[config.mk]
export PLATFORM = sky130hd
export DESIGN_NAME = multi_port_fifo
export DESIGN_NICKNAME = d
export VERILOG_FILES = /design/src/rtl/multi_port_fifo.sv
export SDC_FILE = /design/constraint.sdc
export NUM_CORES = 1
export LEC_CHECK = 0
export BUFFER_PORTS_ARGS = -buffer_cell sky130_fd_sc_hd__clkbuf_2
export CAP_MARGIN = 5
export CORE_ASPECT_RATIO = 1.1
export CORE_MARGIN = 2
export CORE_UTILIZATION = 35
export DETAILED_ROUTE_END_ITERATION = 8
export GPL_TIMING_DRIVEN = 0
export PLACE_DENSITY = 0.62
export SLEW_MARGIN = 20
export SYNTH_ARGS = -nofsm -noshare
export SYNTH_HDL_FRONTEND = slang
export SYNTH_SLANG_ARGS = --single-unit
[constraint.sdc]
create_clock -name clk -period 5.26 [get_ports clk]
set_input_delay 1.052 -clock clk [delete_from_list [all_inputs] [get_ports clk]]
set_output_delay 1.052 -clock clk [all_outputs]
set_load 0.03 [all_outputs]
[src/rtl/multi_port_fifo.sv]
// Circular FIFO with PUSH_PORTS write ports and POP_PORTS read ports; pushed data is visible one cycle later, with no bypass.
// Backpressure: ready_out/valid_out come from registered count only; only contiguous prefixes of push/pop strobes are accepted.
module multi_port_fifo #(
  parameter int PUSH_PORTS = 2,
  parameter int POP_PORTS  = 2,
  parameter int DEPTH      = 8,
  parameter int DATA_WIDTH = 32
) (
  input  logic                                  clk,
  input  logic                                  rst_n,
  input  logic                                  flush,
  input  logic [PUSH_PORTS-1:0]                 push,
  input  logic [PUSH_PORTS-1:0][DATA_WIDTH-1:0] data_in,
  output logic [PUSH_PORTS-1:0]                 ready_out,
  output logic [POP_PORTS-1:0]                  valid_out,
  output logic [POP_PORTS-1:0][DATA_WIDTH-1:0]  data_out,
  input  logic [POP_PORTS-1:0]                  pop,
  output logic [$clog2(DEPTH):0]                count,
  output logic                                  full,
  output logic                                  empty
);
  localparam int PW = $clog2(DEPTH);
  localparam int CW = PW + 1;
  localparam logic [CW-1:0] DEPTH_C = CW'(DEPTH);

  logic [DATA_WIDTH-1:0] mem [DEPTH];
  logic [PW-1:0]         head;
  logic [PW-1:0]         tail;
  logic [CW-1:0]         free_slots;
  logic [CW-1:0]         n_push;
  logic [CW-1:0]         n_pop;
  logic                  push_run;
  logic                  pop_run;

  assign free_slots = DEPTH_C - count;
  assign full       = (count == DEPTH_C);
  assign empty      = (count == '0);

  always_comb begin
    ready_out = '0;
    for (int i = 0; i < PUSH_PORTS; i++) begin
      ready_out[i] = (free_slots > CW'(i));
    end
  end

  always_comb begin
    valid_out = '0;
    data_out  = '0;
    for (int i = 0; i < POP_PORTS; i++) begin
      valid_out[i] = (count > CW'(i));
      data_out[i]  = mem[head + PW'(i)];
    end
  end

  // Only the unbroken run of accepted strobes from lane 0 counts; anything after a gap is dropped.
  always_comb begin
    n_push   = '0;
    push_run = 1'b1;
    for (int i = 0; i < PUSH_PORTS; i++) begin
      if (push_run && push[i] && ready_out[i]) begin
        n_push = n_push + CW'(1);
      end else begin
        push_run = 1'b0;
      end
    end
  end

  always_comb begin
    n_pop   = '0;
    pop_run = 1'b1;
    for (int i = 0; i < POP_PORTS; i++) begin
      if (pop_run && pop[i] && valid_out[i]) begin
        n_pop = n_pop + CW'(1);
      end else begin
        pop_run = 1'b0;
      end
    end
  end

  always_ff @(posedge clk or negedge rst_n) begin
    if (!rst_n) begin
      head  <= '0;
      tail  <= '0;
      count <= '0;
    end else if (flush) begin
      head  <= '0;
      tail  <= '0;
      count <= '0;
    end else begin
      head  <= head + n_pop[PW-1:0];
      tail  <= tail + n_push[PW-1:0];
      count <= count + n_push - n_pop;
    end
  end

  // Storage is deliberately left unreset; occupancy alone decides what is valid.
  always_ff @(posedge clk) begin
    if (!flush) begin
      for (int j = 0; j < PUSH_PORTS; j++) begin
        if (CW'(j) < n_push) begin
          mem[tail + PW'(j)] <= data_in[j];
        end
      end
    end
  end

endmodule

==> results of run 1 <==
==> logic make-up (layout without fill, tap and decap cells) <==
family	after synthesis	count (layout)	share of synthesized area
DFF	266	266	0.516
AOI/OAI and AO/OA	14	14	0.00577
and+or+nand+nor	38	38	0.0138
other	0	1	0
buffers and inverters	74	292	0.0224
muxes	449	449	0.422
adders and majority gates	18	18	0.0166
xor gates and xnor gates	6	6	0.00342
==> state kept, by name, indices dropped and copies added (netlist names) <==
signal and count:
count 4, tail 3, head 3, mem 256
==> per-stage QoR <==
stage	instances	cell area (µm²)	util	total power, mW
2_1_floorplan	865	15400	-	5.70
3_3_place_gp	1583	16800	0.388	6.97
3_5_place_dp	1602	17300	0.399	7.07
4_1_cts	1657	18300	0.422	9.17
5_1_grt	1657	18300	0.422	9.45
6_report	1658	18300	0.422	9.07
==> worst max-delay path, delay by kind of cell (launching register included) <==
kind / cells / cell delay (ns)
adders and majority gates: 1 / 0.30
buffers and inverters: 3 / 1.42
DFF: 1 / 0.45
muxes: 2 / 0.74
==> worst max-delay path by stage <==
stage              endpoint  slack [ns]  cells past startpoint
2_1_floorplan     mem[0][0]        0.39                      6
3_3_place_gp      mem[4][6]       -2.57                      6
3_5_place_dp   data_out[53]        1.32                      6
4_1_cts        data_out[49]        0.71                      6
5_1_grt        data_out[49]        0.58                      6
6_report       data_out[49]        0.73                      6
==> Yosys cell counts <==
| cell type | number | area [µm²] |
|---|---|---|
| nand4b_1 | 1 | 8.76 |
| edfxtp_1 | 256 | 7690 |
| fa_1 | 4 | 80.1 |
| and4bb_2 | 1 | 12.5 |
| a21boi_0 | 1 | 7.51 |
| inv_1 | 13 | 48.8 |
| dfrtp_1 | 10 | 250 |
| nand2b_1 | 1 | 6.26 |
| o31a_1 | 1 | 8.76 |
| nor2_1 | 9 | 33.8 |
| clkbuf_1 | 11 | 41.3 |
| xor2_1 | 3 | 26.3 |
| buf_2 | 47 | 235 |
| ha_1 | 14 | 175 |
| nor2b_1 | 6 | 37.5 |
| and3_1 | 2 | 12.5 |
| xnor2_1 | 3 | 26.3 |
| mux4_2 | 128 | 2880 |
| or3_1 | 1 | 6.26 |
| and2_1 | 2 | 12.5 |
| nand2_1 | 8 | 30.0 |
| buf_4 | 2 | 15.0 |
| o21ai_0 | 4 | 20.0 |
| a21o_1 | 2 | 15.0 |
| o31ai_1 | 2 | 15.0 |
| nand3_1 | 1 | 5.00 |
| nor4bb_1 | 1 | 10.0 |
| mux2_2 | 321 | 3610 |
| or4b_2 | 1 | 10.0 |
| buf_1 | 1 | 3.75 |
| o22ai_1 | 2 | 12.5 |
| nand2_2 | 3 | 18.8 |
| a21oi_1 | 2 | 10.0 |
| nor4b_1 | 1 | 8.76 |
==> power groups by stage <==
stage               logic [mW]  registers, mW  clock network [mW]
detailed placement        4.40           2.67                   0
global route              4.61           2.65                2.20
floorplan                 3.03           2.67                   0
global placement          4.28           2.69                   0
finish                    4.35           2.63                2.09
CTS                       4.42           2.63                2.12
==> cell type report <==
class / instances / area (µm²)
Sequential cell: 266 / 7940
Clock inverter: 18 / 158
Clock buffer: 37 / 817
Antenna cell: 1 / 2.50
Tap cell: 574 / 718
Multi-Input combinational cell: 525 / 7210
Fill cell: 3871 / 25100
Buffer: 61 / 295
Inverter: 13 / 48.8
Timing Repair Buffer: 163 / 1090
==> layer usage <==
layer  global-route usage  up-vias  part of all wire  wire, µm
li1                     -     4001                 -         -
met2                0.332      359              0.51     22500
met5                    0        -           0.00093        41
met3               0.0368       83             0.072      3170
met1                0.245     4789              0.39     17300
met4               0.0610        6             0.027      1180
==> flow_metrics.env, run 1 <==
export IMPL_outcome="finished clean"
export IMPL_drtAntennaViolNets=0
export IMPL_whs_ns=0.358
export IMPL_cts_htree_levels=1
export IMPL_dieArea_um2=45700
export IMPL_drive_gt1_frac=0.667
export IMPL_r2r_cells=9
export IMPL_cts_root_buf="clkbuf_16"
export IMPL_nets=1149
export IMPL_p_sw_mw=3.53
export IMPL_ys_warn_count=0
export IMPL_crit_start="head[0]"
export IMPL_die_w_um=204
export IMPL_combPwrFrac=0.479
export IMPL_worst_path_max_fanout=10
export IMPL_ioPinCount=145
export IMPL_grt_total_usage=0.193
export IMPL_clk_latency_ns=0.57
export IMPL_overflow=0
export IMPL_final_common_cell="mux2_2"
export IMPL_fmax_mhz=221
export IMPL_dp_hpwl_um=30400
export IMPL_sw_frac_of_total=0.389
export IMPL_yosysSeqAreaShare=0.516
export IMPL_postCtsHoldBufs=0
export IMPL_rsz0062_at_grt="false"
export IMPL_ys_types=34
export IMPL_cp_cell_sequence="ha_1 -> clkbuf_1 -> clkbuf_1 -> mux4_2 -> mux2_2 -> clkbuf_2"
export IMPL_grt_pass1_vias=9908
export IMPL_mostFrequentLayoutCells="mux2_2, edfxtp_1, clkbuf_2"
export IMPL_pre_cts_slack_ns=1.32
export IMPL_wl_um=44200
export IMPL_min_period_ns=4.53
export IMPL_ir_drop_mv=0.273
export IMPL_setup_tns_ns=0
export IMPL_powerDensity_nw_per_um2=496
export IMPL_clk_pin_slew_ns=0.06
export IMPL_fin_crit_sh=0.861
export IMPL_gp_congestion=0.751
export IMPL_vias=9238
export IMPL_rows=80
export IMPL_power_frac_clock=0.230
export IMPL_crit_path_frequent_cell="clkbuf_1"
export IMPL_cp_start_kind="flop"
export IMPL_slew_headroom=0.348
export IMPL_cp_end_kind="primary output"
export IMPL_yosys_register_bits=266
export IMPL_finClkSkew_ns=0.0253
export IMPL_antenna_found_initial=4
export IMPL_timing_rr_end="mem[4][18]"
export IMPL_area_delta_synth_final_pct=18.7
export IMPL_slowest_stage="clkbuf_1"
export IMPL_grt_pass1_wl_um=64300
export IMPL_avgSynthCellArea_um2=17.8
export IMPL_coreArea_um2=43300
export IMPL_numPortBuffers=144
export IMPL_p_seq_frac=0.290
export IMPL_internal_power_mw=5.54
export IMPL_tritoncts="built"
export IMPL_finalSetupViolCount=0
export IMPL_via_per_inst=5.57
export IMPL_syn_area_um2=15400
export IMPL_grt_max_degree=17
export IMPL_hold_viol_final=0
export IMPL_drc=0
export IMPL_clock_sinks=266
export IMPL_worstSetupPathType="flop to primary output"
export IMPL_synth_net_count=954
export IMPL_drv_slew=0
export IMPL_wl_per_cell_um=26.6
export IMPL_initial_core_util=0.355
export IMPL_drtIter0Drc=772
export IMPL_reg2reg_from="count[1]"
export IMPL_rrSetupSlack_ns=1.60
export IMPL_drt_pass1_iterations=5
export IMPL_fin_ws_ns=0.729
export IMPL_slowest_delay_ns=0.79
export IMPL_cts_setup_buffers=0
export IMPL_crit_arrival_ns=3.48
export IMPL_die_y_um=224
export IMPL_cts_resized=0
export IMPL_worstMarginPinSlew_ns=0.978
export IMPL_required_ns=4.21
export IMPL_cts_buffers=30
export IMPL_clock_path_buffers=3
export IMPL_drv_cap=0
export IMPL_synth_cells=865
export IMPL_hold_class="input pin to async pin"
export IMPL_p_leak_nw=6.23
(Power assumes the default switching activity.)
==> run 2, diff against run 1 <==
--- a/config.mk
+++ b/config.mk
@@ -5,6 +5,7 @@
 export SDC_FILE = /design/constraint.sdc
 export NUM_CORES = 1
 export LEC_CHECK = 0
+export ABC_AREA = 1
 export BUFFER_PORTS_ARGS = -buffer_cell sky130_fd_sc_hd__clkbuf_2
 export CAP_MARGIN = 5
 export CORE_ASPECT_RATIO = 1.1
@@ -12,7 +13,7 @@
 export CORE_UTILIZATION = 35
 export DETAILED_ROUTE_END_ITERATION = 8
 export GPL_TIMING_DRIVEN = 0
-export PLACE_DENSITY = 0.62
+export PLACE_DENSITY = 0.61
 export SLEW_MARGIN = 20
 export SYNTH_ARGS = -nofsm -noshare
 export SYNTH_HDL_FRONTEND = slang
==> run 2 against run 1 <==
  * Sequential share of layout area shrank 6.5 points
  * Global-route usage grew 9.2 points
  * Total power grew 27%
  * Worst setup slack improved by 0.20 ns
  * Critical path depth increased by 2
  * Cell area increased by 18%
  * Critical endpoint is now data_out[51]
==> flow_metrics.env, run 2 <==
export IMPL_outcome="finished clean"
export IMPL_synth_ff_type="edfxtp_1"
export IMPL_via_per_inst=5.53
export IMPL_drive_gt1_frac=0.115
export IMPL_drtIter0Drc=2667
export IMPL_crit_arrival_ns=3.28
export IMPL_fin_ws_ns=0.929
export IMPL_p_seq_frac=0.226
export IMPL_area_delta_synth_final_pct=13.9
export IMPL_cts_htree_levels=1
export IMPL_hold_viol_final=0
export IMPL_nets=2981
export IMPL_p_total_mw=11.6
export IMPL_p_leak_nw=10.8
export IMPL_worstSetupPathType="flop to primary output"
export IMPL_overflow=0
export IMPL_fin_util=0.402
export IMPL_ys_types=21
export IMPL_synth_net_count=2856
export IMPL_combPwrFrac=0.600
export IMPL_drv_slew=0
export IMPL_antenna_found_initial=2
export IMPL_die_y_um=248
export IMPL_largest_reg_flops=256
export IMPL_drt_pass1_iterations=9
export IMPL_hold_class="input pin to async pin"
export IMPL_initial_core_util=0.353
export IMPL_use_met1=0.362
export IMPL_postCtsHoldBufs=0
export IMPL_drtAntennaViolNets=0
export IMPL_fmax_mhz=231
export IMPL_worstMarginPinSlew_ns=0.966
export IMPL_whs_ns=0.320
export IMPL_power_frac_clock=0.174
export IMPL_grtUsageMet3=0.0566
export IMPL_gp_congestion=0.971
export IMPL_coreArea_um2=53500
export IMPL_ir_drop_mv=0.295
export IMPL_grt_max_degree=20
export IMPL_setup_tns_ns=0
export IMPL_avgSynthCellArea_um2=6.82
export IMPL_min_period_ns=4.33
export IMPL_async_flop_share=0.0376
export IMPL_yosysSeqAreaShare=0.421
export IMPL_grt_total_usage=0.285
export IMPL_cp_start_kind="flop"
export IMPL_synth_top_area_cell="edfxtp_1"
export IMPL_rsz0062_at_grt="false"
export IMPL_met2_usage=0.452
export IMPL_yosys_register_bits=266
export IMPL_drc=0
export IMPL_mostFrequentLayoutCells="nand2_1, inv_1, nand3_1"
export IMPL_cts_buffers=29
export IMPL_clock_path_buffers=3
export IMPL_cts_resized=0
export IMPL_tritoncts="built"
export IMPL_busiest_layer="met2"
export IMPL_pre_cts_slack_ns=1.66
export IMPL_yosys_area_top_type_share=0.407
export IMPL_fin_crit_sh=0.823
export IMPL_worst_path_max_fanout=10
export IMPL_numPortBuffers=79
export IMPL_ioPinCount=145
export IMPL_cts_setup_buffers=0
export IMPL_reg_top3="mem (256), count (4)"
export IMPL_top_register="mem"
export IMPL_synthTopCellsByArea="edfxtp_1, nand2_1, nand4_1"
export IMPL_wl_um=80700
export IMPL_synth_common_cells="nand2_1, inv_1, nand3_1"
export IMPL_internal_power_mw=5.18
export IMPL_rows=89
export IMPL_wl_per_cell_um=22.5
export IMPL_p_sw_mw=6.37
export IMPL_grt_pass1_wl_um=117000
export IMPL_final_common_cell="nand2_1"
export IMPL_grt_pass1_vias=18400
export IMPL_ys_warn_count=0
export IMPL_cp_end_kind="primary output"
export IMPL_finClkSkew_ns=0.0333
export IMPL_dieArea_um2=55800
export IMPL_clock_sinks=266
export IMPL_slew_headroom=0.356
export IMPL_synth_edf_count=256
export IMPL_required_ns=4.21
export IMPL_synth_most_common_cell="nand2_1"
export IMPL_dp_hpwl_um=57900
export IMPL_finalSetupViolCount=0
export IMPL_clk_pin_slew_ns=0.06
export IMPL_drv_cap=0
export IMPL_powerDensity_nw_per_um2=537
export IMPL_synth_cells=2767
export IMPL_sw_frac_of_total=0.552
export IMPL_syn_area_um2=18900
export IMPL_die_w_um=225
export IMPL_vias=19900
export IMPL_cts_root_buf="clkbuf_16"
export IMPL_clk_latency_ns=0.62
[run 2: cells by family after synthesis]
group,synth area share
buffers and inverters,0.129
adder cells (fa/ha/maj),0.0135
AO/OA/AOI/OAI,0.00398
AND/OR/NAND/NOR,0.432
flip-flops,0.421
XOR/XNOR,0.00133
[run 2: final cells by class]
class / instances / area [µm²]
Inverter: 291 / 1090
Multi-Input combinational cell: 1940 / 8600
Clock buffer: 32 / 737
Timing Repair Buffer: 94 / 801
Fill cell: 5631 / 32000
Antenna cell: 1 / 2.50
Clock inverter: 19 / 139
Sequential cell: 266 / 7940
Buffer: 270 / 1340
Tap cell: 682 / 853
[run 2: path summary, 6_finish.rpt]
kind,depth (start not counted),end,slack (ns),startpoint
min in group clk,3,count[0],0.73,count[0]
worst max register to register,12,mem[0][21],2.14,count[1]
worst min register to register,3,count[0],0.73,count[0]
worst max-delay path,8,data_out[51],0.93,head[1]
worst min-delay path,1,tail[0],0.32,rst_n
max in group asynchronous,1,count[3],4.72,rst_n
[run 2: metrics by stage]
stage / area (µm²) / cells
floorplan: 18900 / 2767
global placement: 20100 / 3528
detailed placement: 20600 / 3543
CTS: 21500 / 3594
global route: 21500 / 3594
finish: 21500 / 3595
[run 2: critical path, stage by stage, from the launching register on]
cell      delay, ns
dfrtp_1        0.46
ha_1           0.34
clkbuf_1       0.51
clkbuf_1       0.66
nand3_1        0.16
nand2_1        0.10
nand2_1        0.05
nand2_1        0.16
clkbuf_2       0.23
[run 2: per-layer routing]
metal	vias up	wire (µm)
li1	9106	-
met1	9159	30800
met2	1308	36200
met3	309	8770
met4	2	4950
met5	-	13
[run 2: power by group through the flow]
| stage | sequential, mW | combinational, mW | clock [mW] |
|---|---|---|---|
| global route | 2.62 | 7.35 | 2.07 |
| detailed placement | 2.65 | 6.73 | 0 |
| global placement | 2.69 | 6.59 | 0 |
| finish | 2.61 | 6.93 | 2.01 |
| CTS | 2.61 | 6.75 | 2.01 |
| floorplan | 2.67 | 4.16 | 0 |
